[src/rtl/datapath_pkg.sv]
// Shared datapath types: occupancy states for pipelined select stages,
// writeback-source select encodings, and the selector fan-in limit.
package datapath_pkg;

  typedef enum logic [1:0] {
    EMPTY = 2'd0,
    ONE   = 2'd1,
    TWO   = 2'd2
  } occ_state_e;

  typedef enum logic [1:0] {
    WB_ALU = 2'd0,
    WB_MEM = 2'd1,
    WB_PC4 = 2'd2
  } wb_sel_e;

  localparam int unsigned MUXN_MAX_N = 16;

endpackage

[src/rtl/muxn_comb.sv]
// Combinational N-way WIDTH-bit selector; any select value without a
// matching input falls back to input 0.
module muxn_comb #(
  parameter  int unsigned WIDTH = 32,
  parameter  int unsigned N     = 3,
  localparam int unsigned SEL_W = $clog2(N)
) (
  input  logic [N*WIDTH-1:0] d,
  input  logic [SEL_W-1:0]   sel,
  output logic [WIDTH-1:0]   y
);

  always_comb begin
    y = d[0 +: WIDTH];
    for (int unsigned i = 1; i < N; i++) begin
      if (sel == SEL_W'(i)) y = d[i*WIDTH +: WIDTH];
    end
  end

endmodule

[src/rtl/muxn_pipe.sv]
// Pipelined N-way select stage with valid/ready handshake and a 2-entry skid
// buffer. Define MUXN_SEL_CHECK_EN to build the sticky out-of-range sel_err flag.
module muxn_pipe
  import datapath_pkg::*;
#(
  parameter  int unsigned WIDTH = 32,
  parameter  int unsigned N     = 3,
  localparam int unsigned SEL_W = $clog2(N)
) (
  input  logic               clk,
  input  logic               rst_n,
  input  logic               in_valid,
  output logic               in_ready,
  input  logic [N*WIDTH-1:0] d,
  input  logic [SEL_W-1:0]   sel,
  output logic               out_valid,
  input  logic               out_ready,
  output logic [WIDTH-1:0]   y,
  output logic               sel_err
);

  occ_state_e       state_q, state_d;
  logic [WIDTH-1:0] main_q, main_d;
  logic [WIDTH-1:0] skid_q, skid_d;
  logic [WIDTH-1:0] sel_value;
  logic             in_xfer, out_xfer;

  muxn_comb #(
    .WIDTH (WIDTH),
    .N     (N)
  ) u_sel (
    .d   (d),
    .sel (sel),
    .y   (sel_value)
  );

  // in_ready is a function of occupancy only, so no combinational path from out_ready
  assign in_ready  = rst_n && (state_q != TWO);
  assign out_valid = (state_q != EMPTY);
  assign y         = main_q;
  assign in_xfer   = in_valid && in_ready;
  assign out_xfer  = out_valid && out_ready;

  always_comb begin
    state_d = state_q;
    main_d  = main_q;
    skid_d  = skid_q;
    unique case (state_q)
      EMPTY: begin
        if (in_xfer) begin
          main_d  = sel_value;
          state_d = ONE;
        end
      end
      ONE: begin
        if (in_xfer && out_xfer) begin
          main_d = sel_value;
        end else if (in_xfer) begin
          skid_d  = sel_value;
          state_d = TWO;
        end else if (out_xfer) begin
          state_d = EMPTY;
        end
      end
      TWO: begin
        if (out_xfer) begin
          main_d  = skid_q;
          state_d = ONE;
        end
      end
      default: state_d = EMPTY;
    endcase
  end

  always_ff @(posedge clk) begin
    if (!rst_n) begin
      state_q <= EMPTY;
      main_q  <= '0;
      skid_q  <= '0;
    end else begin
      state_q <= state_d;
      main_q  <= main_d;
      skid_q  <= skid_d;
    end
  end

`ifdef MUXN_SEL_CHECK_EN
  logic sel_err_q, sel_err_d;
  logic sel_oor;

  assign sel_oor = (32'(sel) >= N);

  always_comb begin
    sel_err_d = sel_err_q || (in_xfer && sel_oor);
  end

  always_ff @(posedge clk) begin
    if (!rst_n) sel_err_q <= 1'b0;
    else        sel_err_q <= sel_err_d;
  end

  assign sel_err = sel_err_q;

`ifndef SYNTHESIS
  always_ff @(posedge clk) begin
    if (rst_n && in_xfer)
      assert (!sel_oor)
      else $warning("muxn_pipe: out-of-range select %0d accepted (N=%0d)", sel, N);
  end
`endif
`else
  assign sel_err = 1'b0;
`endif

endmodule

[config.mk]
export PLATFORM = sky130hd
export DESIGN_NAME = muxn_pipe
export DESIGN_NICKNAME = d
export VERILOG_FILES = /design/src/rtl/datapath_pkg.sv /design/src/rtl/muxn_comb.sv /design/src/rtl/muxn_pipe.sv
export SDC_FILE = /design/constraint.sdc
export NUM_CORES = 1
export LEC_CHECK = 0
export BUFFER_PORTS_ARGS = -buffer_cell sky130_fd_sc_hd__clkbuf_2
export CORE_MARGIN = 3
export CORE_UTILIZATION = 35
export DETAILED_ROUTE_END_ITERATION = 16
export PLACE_DENSITY = 0.59
export SYNTH_ARGS = -nofsm -noshare
export SYNTH_HDL_FRONTEND = slang
export SYNTH_SLANG_ARGS = --single-unit
[constraint.sdc]
create_clock -name clk -period 2.3 [get_ports clk]
set_clock_uncertainty 0.15 [all_clocks]
set_input_delay 0.46 -clock clk [delete_from_list [all_inputs] [get_ports clk]]
set_output_delay 0.46 -clock clk [all_outputs]
set_load 0.05 [all_outputs]
==> results.md <==
Power:
- The internal power of the cells totals 1.88 mW.
- The total net switching power is 0.965 mW.
- Combinational cells account for 25.7% of the total power.
- Summing internal, switching and leakage power gives 2.84 mW.
- The clock network fraction of total power is 30.5%.
- Power spread over the standard cell area amounts to 623 nW/µm².
- The leakage power summed over all cells is between 2 and 2.5 nW.
- The net switching share of the total power is 33.9%.
- The sequential share of power is 43.8%.
- The peak supply drop is 0.275 mV.

Clocking:
- The latest clock arrival within the worst-skew pair is 0.33 ns.
- The post-cts sizing count is 0.
- The clock passes through at most 2 buffers.
- The root buffer cell chosen for the clock tree is clkbuf_8.
- The number of buffers inserted to repair setup after CTS is 0.
- The TritonCTS clock tree is built.
- For this design, the CTS-stage hold fixing added 0 buffers.
- The clock transition at the registers of the reported paths is 0.07 ns.
- The H-tree was split into 3 levels.
- The clock sink count is 66.
- The total CTS buffers is 9.

Timing:
- Based on the critical path, the design can be clocked at up to 0.459 GHz.
- The worst hold margin is 0.299 ns.
- Setup repair after global routing left no endpoint under its margin.
- The final count of hold timing violations is 0.
- The smallest clock period supported by the final layout is computed as 2.18 ns.
- Setup slack on the critical path of the routed design comes to 0.123 ns.
- The relative slew slack is between 50 and 60%.
- Of the available clock period, the critical path in the final layout requires a little over nine tenths.
- The number of pins exceeding their max-slew limit in the final report is 0.
- In the final timing run, aggregate negative setup slack is 0 ns.
- The final setup violation count is 0.
- At the pin with the least slew margin, the transition time is 0.608 ns.

Logic synthesis:
- The average cell area after synthesis is roughly 8.4 µm².
- The biggest area contributor in the post-synthesis netlist is dfxtp_1.
- The most used flip-flop cell after synthesis is dfxtp_1.
- Synthesis produced 427 cells.
- Of the synthesized area, sequential elements account for between 30% and 40%.
- Of all flip-flops after synthesis, the portion carrying an async set or reset was 0%.
- By area the synthesized netlist is led by dfxtp_1 37%, o211a_1 8.4%, o32ai_1 7.3%, a21boi_1 6.9%, nand3b_1 6.3%.
- The number of register bits inferred by synthesis is 66.
- Synthesis produced a netlist with a net count of 529.
- The cell area that synthesis handed to floorplanning was 3590 µm².
- The number of distinct library cells after synthesis is 26.
- The Yosys step of the flow raised 0 warnings.
- The number of flops mapped to enable cells by yosys is 0.
- In this run the biggest area consumer among cell types represents 36.8% of the synthesized area.

Critical path:
- The worst setup path category is reg -> out.
- The worst setup path is launched from a flip-flop.
- The worst setup path is captured at an output pin.
- STA puts the critical path data required time at 1.69 ns.
- The critical path data arrival time is between 1.5 and 2 ns.
- Of all nets on the critical path, the largest fanout is 35.

Cells and area:
- The share of layout cells above drive strength 1 is 31.9%.
- Excluding fillers, the count of instances in the completed layout stands at just under 700.
- From synthesis to final layout, the design area changed by 27.0%.
- The final core utilization is 46.2%.
- The final design instance area without fill is 4560 µm².
- The net count of the finished layout is ~640.
- The number of antenna diodes in the final layout is 0.
- The final-layout fill cell count is 1014.

GRT:
- The first global-routing pass estimated 17.5 mm of wire.
- Entering global routing, the biggest net connects between 60 and 70 pins.
- The number of antenna violations at the first check in global routing was 0.
- For this run, the total global-route usage over all layers was measured as a little under a fifth.
- The via count of the first global-routing pass is between 3k and 4k.
- The total overflow left after global routing is 0.

Route:
- The count of nets left with antenna violations once routing finished came out at 0.
- The per-cell via count in the routed design is 5.37.
- The number of DRC markers after the initial detailed-route iteration is 174.
- Detailed routing inserted a total of 3643 vias.
- Dividing the detail-routed wire length by the instance count gives 16.2 µm.
- For this run, design rule violations remaining after detail routing come to 0.
- The wire length after detailed routing is 11.0 mm.
- The pre-antenna-repair detailed-routing pass consisted of 4 iterations.

Floorplanning:
- The die is 107 µm wide.
- During I/O placement, the number of pins put on the boundary was 137.
- The area inside the core boundary is 9860 µm².
- The die boundary height is 107 µm.
- In this run the core area contains 36 standard-cell rows.
- The total die area is 11500 µm².
- For this configuration, the core starts out at a cell density of 36.4%.

Hold path:
- The path class of the tightest hold or removal check is reg -> reg.

Placed design:
- The number of I/O port buffers is 135.
- The wire-length estimate of the detail-placed layout is 7.37 mm.
- The congestion estimate from routability-driven global placement came to ~0.76.
- The placed instances occupy a cell area of between 4000 and 5000 µm².
- Prior to clock tree synthesis, the placed netlist has a worst setup slack of 0.125 ns.
- The number of placed instances, taps included, is 662.

Run status:
- The flow ran to the end, and the final reports show no timing, DRC or antenna violations.

Flow run:
- The number of max-cap violations is 0.
## layout make-up
| class | count | area (µm²) | area share, % |
|---|---|---|---|
| clock inverters | 5 | 30.0 | 0.658 |
| repair buffers | 153 | 836 | 18.3 |
| multi-input cells | 309 | 2060 | 45.2 |
| inverters | 1 | 3.75 | 0.0823 |
| flip-flops and latches | 66 | 1320 | 29.0 |
| well taps | 133 | 166 | 3.65 |
| clock buffers | 11 | 141 | 3.10 |
## worst max-delay path, cell delays in order (launching register included)
cell and delay, ns:
dfxtp_1 0.33, buf_4 0.37, nor2b_4 0.25, nor2b_1 0.05, clkbuf_2 0.23
## placed cells by master, fill, tap and decap left out, types with 9 or more instances in the layout
cell type  instances
mux2i_1            9
a21oi_1           34
dfxtp_1           66
buf_4             16
or3_1             30
nor2_1            30
o22ai_1           31
a21boi_1          33
nand3b_1          30
clkbuf_8          10
o32ai_1           30
nand2_1           36
o211a_1           30
clkbuf_2         135
## state kept, by name (all words and copies together), names as in the netlist
name and flops:
y 32, skid_q 32, state_q 2
## cell usage after synthesis (9+ instances only)
library cell / n
nor2_1: 31
o22ai_1: 31
or3_1: 30
nand2_1: 36
a21oi_1: 34
a21boi_1: 33
nand3b_1: 30
dfxtp_1: 66
o32ai_1: 30
o211a_1: 30
clkbuf_1: 43
mux2i_1: 9
## layer usage
layer | up-vias | wire [µm] | global-route usage [%]
met1 | 1674 | 5170 | 26.6
met5 | - | 0 | 0
met4 | 0 | 125 | 5.84
met3 | 11 | 733 | 4.02
met2 | 130 | 4950 | 28.8
li1 | 1828 | - | -
## path summary, 6_finish.rpt
| check | startpoint | to | slack [ns] | depth (start not counted) |
|---|---|---|---|---|
| worst min register to register | skid_q[1]$_SDFFE_PN0P_ | skid_q[1]$_SDFFE_PN0P_ | 0.30 | 2 |
| worst max register to register | state_q[1]$_SDFFE_PN0P_ | skid_q[20]$_SDFFE_PN0P_ | 0.36 | 5 |
| worst max-delay path | state_q[1]$_SDFFE_PN0P_ | in_ready | 0.12 | 4 |
| worst min-delay path | skid_q[1]$_SDFFE_PN0P_ | skid_q[1]$_SDFFE_PN0P_ | 0.30 | 2 |
## cell families after synthesis
kind of cell,count (synthesis),share of synthesized area (%)
other,1,0.104
buffers and inverters,52,6.30
AND/OR/NAND/NOR,138,20.9
flip-flops,66,36.8
XOR/XNOR,1,0.244
multiplexers,9,2.51
AO/OA/AOI/OAI,160,33.1
## power by group through the flow
| stage | Combinational, mW | Clock, mW | Sequential [mW] |
|---|---|---|---|
| floorplan | 0.301 | 0 | 1.46 |
| global placement | 0.726 | 0 | 1.27 |
| detailed placement | 0.734 | 0 | 1.27 |
| CTS | 0.736 | 0.893 | 1.25 |
| global route | 0.791 | 0.932 | 1.26 |
| finish | 0.730 | 0.866 | 1.25 |
No activity file was read; power rests on OpenSTA's default activity.
